<file path="src/rtl/sprite_rom_arbiter.sv">
// ---------------------------------------------------------------------------
// sprite_rom_arbiter
//
// Shares one combinational sprite bitmap ROM among NUM_REQ sprite renderers.
// Each renderer raises req (level, held until ack) with a row address. The
// arbiter picks a winner, registers the ROM address, latches the returned row
// on the next cycle and pulses a one-hot ack alongside the latched row.
//
// Configuration macro:
//   SPRITE_ARB_FIXED_PRIORITY_EN  defined   -> fixed priority, lowest index wins
//                                 undefined -> round-robin (default)
//
// Ports:
//   clk       in   pixel clock
//   reset     in   asynchronous, active-low reset
//   req       in   [NUM_REQ]         per-requester fetch request
//   req_addr  in   [NUM_REQ*ADDR_W]  packed row addresses, requester i at
//                                    [i*ADDR_W +: ADDR_W]
//   rom_addr  out  [ADDR_W]          registered address to shared ROM
//   rom_bits  in   [DATA_W]          ROM row, combinational from rom_addr
//   ack       out  [NUM_REQ]         one-hot single-cycle completion pulse
//   rd_data   out  [DATA_W]          latched ROM row, held between fetches
//   busy      out                    high while a fetch is in flight
// ---------------------------------------------------------------------------
module sprite_rom_arbiter #(
    parameter int NUM_REQ = 4,
    parameter int ADDR_W  = 4,
    parameter int DATA_W  = 8
) (
    input  logic                      clk,
    input  logic                      reset,
    input  logic [NUM_REQ-1:0]        req,
    input  logic [NUM_REQ*ADDR_W-1:0] req_addr,
    output logic [ADDR_W-1:0]         rom_addr,
    input  logic [DATA_W-1:0]         rom_bits,
    output logic [NUM_REQ-1:0]        ack,
    output logic [DATA_W-1:0]         rd_data,
    output logic                      busy
);

    localparam int IDX_W = (NUM_REQ > 1) ? $clog2(NUM_REQ) : 1;

    typedef enum logic {
        IDLE  = 1'b0,
        FETCH = 1'b1
    } state_t;

    state_t              state_q, state_d;
    logic [ADDR_W-1:0]   rom_addr_q, rom_addr_d;
    logic [IDX_W-1:0]    sel_q, sel_d;
    logic [NUM_REQ-1:0]  ack_q, ack_d;
    logic [DATA_W-1:0]   rd_data_q, rd_data_d;

    logic [NUM_REQ-1:0]  eligible;
    logic                found;
    logic [IDX_W-1:0]    win;
    logic [ADDR_W-1:0]   addr_arr [NUM_REQ];

`ifndef SPRITE_ARB_FIXED_PRIORITY_EN
    logic [IDX_W-1:0]    last_q, last_d;
    int                  rr_idx;
`endif

    // Unpack the flat address bus into one entry per requester.
    genvar gi;
    generate
        for (gi = 0; gi < NUM_REQ; gi++) begin : g_addr
            assign addr_arr[gi] = req_addr[gi*ADDR_W +: ADDR_W];
        end
    endgenerate

    // The requester being acked right now still has req high; mask it so the
    // same request is not granted twice.
    assign eligible = req & ~ack_q;

    always_comb begin
        found = 1'b0;
        win   = '0;
`ifdef SPRITE_ARB_FIXED_PRIORITY_EN
        // Descending scan so the lowest set index is the last one written.
        for (int k = NUM_REQ - 1; k >= 0; k--) begin
            if (eligible[k]) begin
                found = 1'b1;
                win   = IDX_W'(k);
            end
        end
`else
        rr_idx = 0;
        // Search starts just after the last winner and wraps modulo NUM_REQ.
        for (int k = 1; k <= NUM_REQ; k++) begin
            rr_idx = int'(last_q) + k;
            if (rr_idx >= NUM_REQ) begin
                rr_idx = rr_idx - NUM_REQ;
            end
            if (!found && eligible[rr_idx[IDX_W-1:0]]) begin
                found = 1'b1;
                win   = rr_idx[IDX_W-1:0];
            end
        end
`endif
    end

    always_comb begin
        state_d    = state_q;
        rom_addr_d = rom_addr_q;
        sel_d      = sel_q;
        ack_d      = '0;
        rd_data_d  = rd_data_q;
`ifndef SPRITE_ARB_FIXED_PRIORITY_EN
        last_d     = last_q;
`endif
        case (state_q)
            IDLE: begin
                if (found) begin
                    rom_addr_d = addr_arr[win];
                    sel_d      = win;
                    state_d    = FETCH;
                end
            end
            FETCH: begin
                rd_data_d    = rom_bits;
                ack_d[sel_q] = 1'b1;
`ifndef SPRITE_ARB_FIXED_PRIORITY_EN
                last_d       = sel_q;
`endif
                state_d      = IDLE;
            end
            default: state_d = IDLE;
        endcase
    end

    always_ff @(posedge clk or negedge reset) begin
        if (!reset) begin
            state_q    <= IDLE;
            rom_addr_q <= '0;
            sel_q      <= '0;
            ack_q      <= '0;
            rd_data_q  <= '0;
`ifndef SPRITE_ARB_FIXED_PRIORITY_EN
            last_q     <= IDX_W'(NUM_REQ - 1);
`endif
        end else begin
            state_q    <= state_d;
            rom_addr_q <= rom_addr_d;
            sel_q      <= sel_d;
            ack_q      <= ack_d;
            rd_data_q  <= rd_data_d;
`ifndef SPRITE_ARB_FIXED_PRIORITY_EN
            last_q     <= last_d;
`endif
        end
    end

    assign rom_addr = rom_addr_q;
    assign ack      = ack_q;
    assign rd_data  = rd_data_q;
    assign busy     = (state_q == FETCH);

endmodule
</file>
<file path="config.mk">
export PLATFORM = sky130hd
export DESIGN_NAME = sprite_rom_arbiter
export DESIGN_NICKNAME = d
export VERILOG_FILES = /design/src/rtl/sprite_rom_arbiter.sv
export SDC_FILE = /design/constraint.sdc
export NUM_CORES = 1
export LEC_CHECK = 0
export BUFFER_PORTS_ARGS = -buffer_cell sky130_fd_sc_hd__buf_2
export CORE_ASPECT_RATIO = 0.75
export CORE_MARGIN = 3
export CORE_UTILIZATION = 41
export DETAILED_ROUTE_END_ITERATION = 8
export MAX_ROUTING_LAYER = met4
export PLACE_DENSITY = 0.79
export SLEW_MARGIN = 20
export SYNTH_ARGS = -nofsm -noshare
export SYNTH_HDL_FRONTEND = slang
export SYNTH_SLANG_ARGS = --single-unit
</file>
<file path="constraint.sdc">
create_clock -name clk -period 3.2 [get_ports clk]
set_clock_uncertainty 0.1 [all_clocks]
set_input_delay 0.64 -clock clk [delete_from_list [all_inputs] [get_ports clk]]
set_output_delay 0.64 -clock clk [all_outputs]
set_load 0.02 [all_outputs]
</file>
; ---- Word level (Yosys, flattened, before mapping)
; Cells that the tools add are included.
[word_totals]
regBits = 21
input_bits = 30
output_inout_bits = 17
wordCells = 65
[op_classes]
add_sub_neg = 8
order_cmp = 11
mux = 28
bitwise = 4
n_reduce_logical = 8
[ops]
columns = cell, n
row1 = 2-bit two-way mux, 8
row2 = 2-bit by 3-bit < comparator with 1-bit output (second input constant), 5
row3 = 3-bit greater-or-equal comparator (second input constant), 4
row4 = 4-bit two-way mux, 3
row5 = 1-bit two-way mux, 10
row6 = 1-bit binary-select mux with 2-bit select, 4
row7 = 4-bit binary-select mux with 2-bit select, 1
row8 = 2-bit by 1-bit subtractor with 2-bit output (second input constant), 4
row9 = 2-bit by 2-bit adder with 3-bit output (second input constant), 2
row10 = 2-bit by 3-bit adder with 4-bit output (second input constant), 1
row11 = 4-bit AND, 1
row12 = 4-bit by 3-bit greater-or-equal comparator with 1-bit output (second input constant), 1
row13 = 1-bit logical AND, 4
row14 = 4-bit inverter, 1
row15 = 2-bit by 1-bit adder with 3-bit output (second input constant), 1
row16 = 1-bit logical NOT, 3
row17 = 2-bit inverter with 3-bit output, 1
row18 = 1-bit demux with 2-bit select, 1
row19 = 2-bit by 1-bit greater-or-equal comparator with 1-bit output (second input constant), 1
row20 = 1-bit case mux with 2 select lines, 1
row21 = 2-bit AND reduction, 1
row22 = 1-bit inverter, 1

; ---- Depth between registers and ports, before layout
[depth]
word_depth = 19
ltp_mapped = 6
ltp_nobuf = 5

; ---- Least setup slack after synthesis
; No wires, ideal clock.
[synth_path]
path_type = input-to-reg
start = input port req[3]
end = register rom_addr_q[0], in the netlist rom_addr[0]
setup_ns = 0.129
arrival_ns = 1.670
required_ns = 2.971
path_slack_ns = 1.301
cell_stages = 5
n_path_buf = 0
cell_sequence = or3b_4 -> o211a_2 -> o32a_2 -> a221oi_1 -> o31ai_1
[synth_via]
elab_chain_cells = 17
word_cells_on_any_way = 28
classes_between = mux: 19 / bitwise: 2 / reduce/logical: 7
[synth_lines]
columns = element, line_no
row1 = from (decl), 32  ; input logic [NUM_REQ-1:0] req,
row2 = 4-bit AND *, 74  ; assign eligible = req & ~ack_q;
row3 = 1-bit binary-select mux with 2-bit select, 95  ; if (!found && eligible[rr_idx[IDX_W-1:0]]) begin
row4 = 1-bit two-way mux (not written as such), 95
row5 = 1-bit two-way mux, 95
row6 = 1-bit logical NOT, 95
row7 = 1-bit logical AND, 95
row8 = 1-bit two-way mux, 95
row9 = 1-bit logical NOT, 95
row10 = 1-bit logical AND, 95
row11 = 1-bit two-way mux, 95
row12 = 1-bit logical NOT, 95
row13 = 1-bit logical AND, 95
row14 = 2-bit two-way mux, 95
row15 = 2-bit inverter with 3-bit output (not written as such), 115  ; rom_addr_d = addr_arr[win];
row16 = 4-bit binary-select mux with 2-bit select, 115
row17 = 4-bit two-way mux (not written as such) (2 in series), 115
row18 = to (signal assigned), 144  ; rom_addr_q <= rom_addr_d;
row19 = to (decl), 49  ; logic [ADDR_W-1:0] rom_addr_q, rom_addr_d;
; Mark *: on every way between the ends. The rest lies on a longest branch, timed or not. The select of a mux whose other input is x is not followed.
; A chain may end at the register's enable or synchronous reset.

; ---- Worst setup path in the final report
[layout_path]
start = register state_q, in the netlist busy
end = output port busy
[layout_rtl]
columns = element, line_no
row1 = from (decl), 48  ; state_t state_q, state_d;
row2 = from (signal assigned), 143  ; state_q <= state_d;
row3 = to (decl), 38  ; output logic busy
; No word-level cell between the ends.

==> flow_metrics.py <==
metrics = {
    "floorplanning": {
        "io-pin-count": 47,
        "start_util": 0.447,
        "row_count": 15,
        "die_area_mm2": 0.00325,
        "die_w_um": 64.9,
        "placeableCoreArea_mm2": 0.00238,
        "die_y_um": 50.2,
    },
    "clock_tree": {
        "ctsLongestPathBuffers": 2,
        "tritoncts.num_buffers": 3,
        "clock_tree_from_tritoncts": "done",
        "clkTransAtPathRegs_ps": 110,
        "cell_chosen_for_the_clock_root": "sky130_fd_sc_hd__clkbuf_4",
        "cts.repair_timing.setup_buffer_count": 0,
        "htreeDepth": 1,
        "ctsHoldBuffers": 0,
        "cts.sink_count": 21,
        "clk-insertion-delay-late_ps": 300,
        "postCtsResizedCells": 0,
    },
    "worst_setup_path": {
        "crit_path_max_fanout": 16,
        "path_class": "reg2out",
        "cp_top_family": "flip-flops",
        "regToRegStartpoint": "ack[3]",
        "worst-endpoint-required_ps": 2460,
        "critPathLaunchType": "flip-flop",
        "r2r_slack_ps": 1330,
        "crit_path_cell_trace": "buf_2",
        "critical_path.endpoint_type": "primary output",
        "cp_data_arrival_time_ps": 1260,
        "critPathSlowestCell": "sky130_fd_sc_hd__dfrtp_1",
        "timing.critical_path.slowest_cell_delay_ps": 700,
        "cp.buffers_inverters": 1,
        "regToRegEndpoint": "rom_addr[3]",
        "worstRegToRegCells": 5,
    },
    "timing": {
        "setup-tns-final_ps": 0,
        "setup_viol": 0,
        "maxClockFrequency_mhz": 499,
        "tightest_slew_ps": 539,
        "fin_crit_ps": 2000,
        "timing_hold_violations_final": 0,
        "max-slew-margin-rel": 0.641,
        "grt_setup_unrepaired": "false",
        "finalCritPeriodShare": 0.626,
        "final_max_slew_viol_count": 0,
    },
    "pwr": {
        "share_seq_of_total_power": 0.384,
        "report.power.total_mw": 1.36,
        "vdd_ir_drop_max_mv": 0.526,
        "switching_share": 0.435,
        "powerDensity_mw_per_mm2": 1010,
        "power_leakage_nw": 0.650,
        "power.net_switching_mw": 0.591,
        "clock_power_share": 0.092,
        "internal-power_mw": 0.766,
        "combPwrFrac": 0.524,
    },
    "final_layout": {
        "multi_input_comb_area_um2": 508,
        "fillCellCount": 218,
        "nets": 164,
        "number_of_diodes": 0,
        "final_layout_size_suffix_gt1_frac": 0.602,
        "syn2layout_area_growth_pct": 26.1,
        "area.sequential_um2": 528,
    },
    "routing": {
        "routedWlPerCell_um": 14.2,
        "via_to_cell_ratio": 5.29,
        "finalWirelength_um": 2380,
        "drt_iter0_markers": 36,
        "tritonroute_pass_1_iters": 4,
        "drtAntennaViolNets": 0,
        "vias": 883,
        "drc": 0,
    },
    "synthesis": {
        "ys_warn_count": 0,
        "ys_seq_area_frac": 0.495,
        "synth_area_per_cell_um2": 12.4,
        "syn-instance-count": 86,
        "synthMostInstantiatedCell": "sky130_fd_sc_hd__dfrtp_1",
        "yosysTopAreaCellShare": 0.446,
        "synthesis.nets": 116,
        "dominant_cell_type_by_area_after_synthesis": "sky130_fd_sc_hd__dfrtp_1",
        "most_used_dff_post_synth": "sky130_fd_sc_hd__dfrtp_1",
        "netlist_area_mm2": 0.00107,
        "yosys.cell_types.count": 31,
        "ys_seq_elements": 21,
        "post_synth_most_frequent_cells": "sky130_fd_sc_hd__dfrtp_1, sky130_fd_sc_hd__mux2_2, sky130_fd_sc_hd__a221oi_1",
        "synth_top_cells_by_area": "sky130_fd_sc_hd__dfrtp_1, sky130_fd_sc_hd__mux2_2, sky130_fd_sc_hd__a221oi_1",
        "synth_enable_flop_cells": 0,
        "synth_async_sr_flop_share": 1.00,
    },
    "place": {
        "gpl.final_weighted_congestion": 0.786,
        "port_buffers": 46,
        "place.detailed.hpwl_um": 1920,
    },
    "global_routing": {
        "grt_pass1_vias": 927,
        "antenna_found_initial": 0,
        "grt_overflow_total": 0,
        "grt_max_degree": 22,
        "grt_usage": 0.164,
        "grt_first_pass_wirelength_um": 4030,
    },
    "flow_run": {
        "drv_cap": 0,
    },
    "worst_hold_path": {
        "worstHoldPathType": "in2async",
    },
    "run_status": {
        "run_status": "completed",
    },
}
## through the flow
step | std cells | hold slack, ps | instance area (µm²) | util | setup slack, ps
after floorplan | 86 | 244 | 1070 | - | 1300
after global placement | 163 | 368 | 1320 | 0.552 | 1150
after detailed placement | 163 | 379 | 1320 | 0.552 | 1040
after CTS | 167 | 174 | 1340 | 0.564 | 1160
after global routing | 167 | 179 | 1340 | 0.564 | 1090
final | 167 | 169 | 1340 | 0.564 | 1200
## sequential cells by signal, indices dropped and copies added (netlist names)
signal and cells:
rd_data 8, busy 1, rom_addr 4, ack 4, sel_q 2, last_q 2
## logic make-up after synthesis
kind of cell,after synthesis,synth area share
buf+inv,5,0.0282
mux,9,0.0951
simple gates,29,0.187
flops,21,0.495
compound gates,22,0.195
## cells in the final DEF, fill, tap and decap left out, types with 2 or more instances in the layout
master	synthesis	routed
sky130_fd_sc_hd__nand2_1	7	7
sky130_fd_sc_hd__clkbuf_4	0	3
sky130_fd_sc_hd__dfrtp_1	19	19
sky130_fd_sc_hd__dfstp_2	2	2
sky130_fd_sc_hd__o31ai_1	4	4
sky130_fd_sc_hd__and2_2	6	6
sky130_fd_sc_hd__inv_1	2	2
sky130_fd_sc_hd__buf_2	0	46
sky130_fd_sc_hd__o32a_2	2	2
sky130_fd_sc_hd__nor2_1	2	2
sky130_fd_sc_hd__o21ai_0	3	3
sky130_fd_sc_hd__mux2_2	9	9
sky130_fd_sc_hd__a221oi_1	8	8
sky130_fd_sc_hd__and2b_4	2	2
sky130_fd_sc_hd__and2_1	2	2
## worst max path at each step
| stage | from | to | slack, ps | cells past startpoint |
|---|---|---|---|---|
| 6_report | busy | busy | 1200 | 1 |
| 5_1_grt | busy | busy | 1090 | 1 |
| 4_1_cts | busy | busy | 1160 | 1 |
| 3_5_place_dp | req[3] | rom_addr[3] | 1040 | 6 |
| 3_3_place_gp | req[3] | rom_addr[3] | 1150 | 6 |
| 2_1_floorplan | req[3] | rom_addr[0] | 1300 | 5 |
## final cells by class
type	instances	area share
sequential	21	0.393
multi-input combinational	60	0.378
timing repair buffer	46	0.171
tap	34	0.0317
clock buffer	3	0.0168
inverter	2	0.00559
clock inverter	1	0.00372
## layer usage
layer  global-route usage  vias up  wire length, µm
li1                     -      416                -
met5                    -        -                0
met1                0.206      428             1030
met3               0.0425        4              171
met4               0.0351        0               23
met2                0.268       35             1150
## power groups by stage
stage	registers, mW	clock network (mW)	logic [mW]
2_1_floorplan	0.614	0	0.430
3_3_place_gp	0.518	0	0.690
3_5_place_dp	0.529	0	0.713
4_1_cts	0.523	0.132	0.714
5_1_grt	0.547	0.142	0.775
6_report	0.521	0.124	0.712
Power figures use the tool's default switching activity.
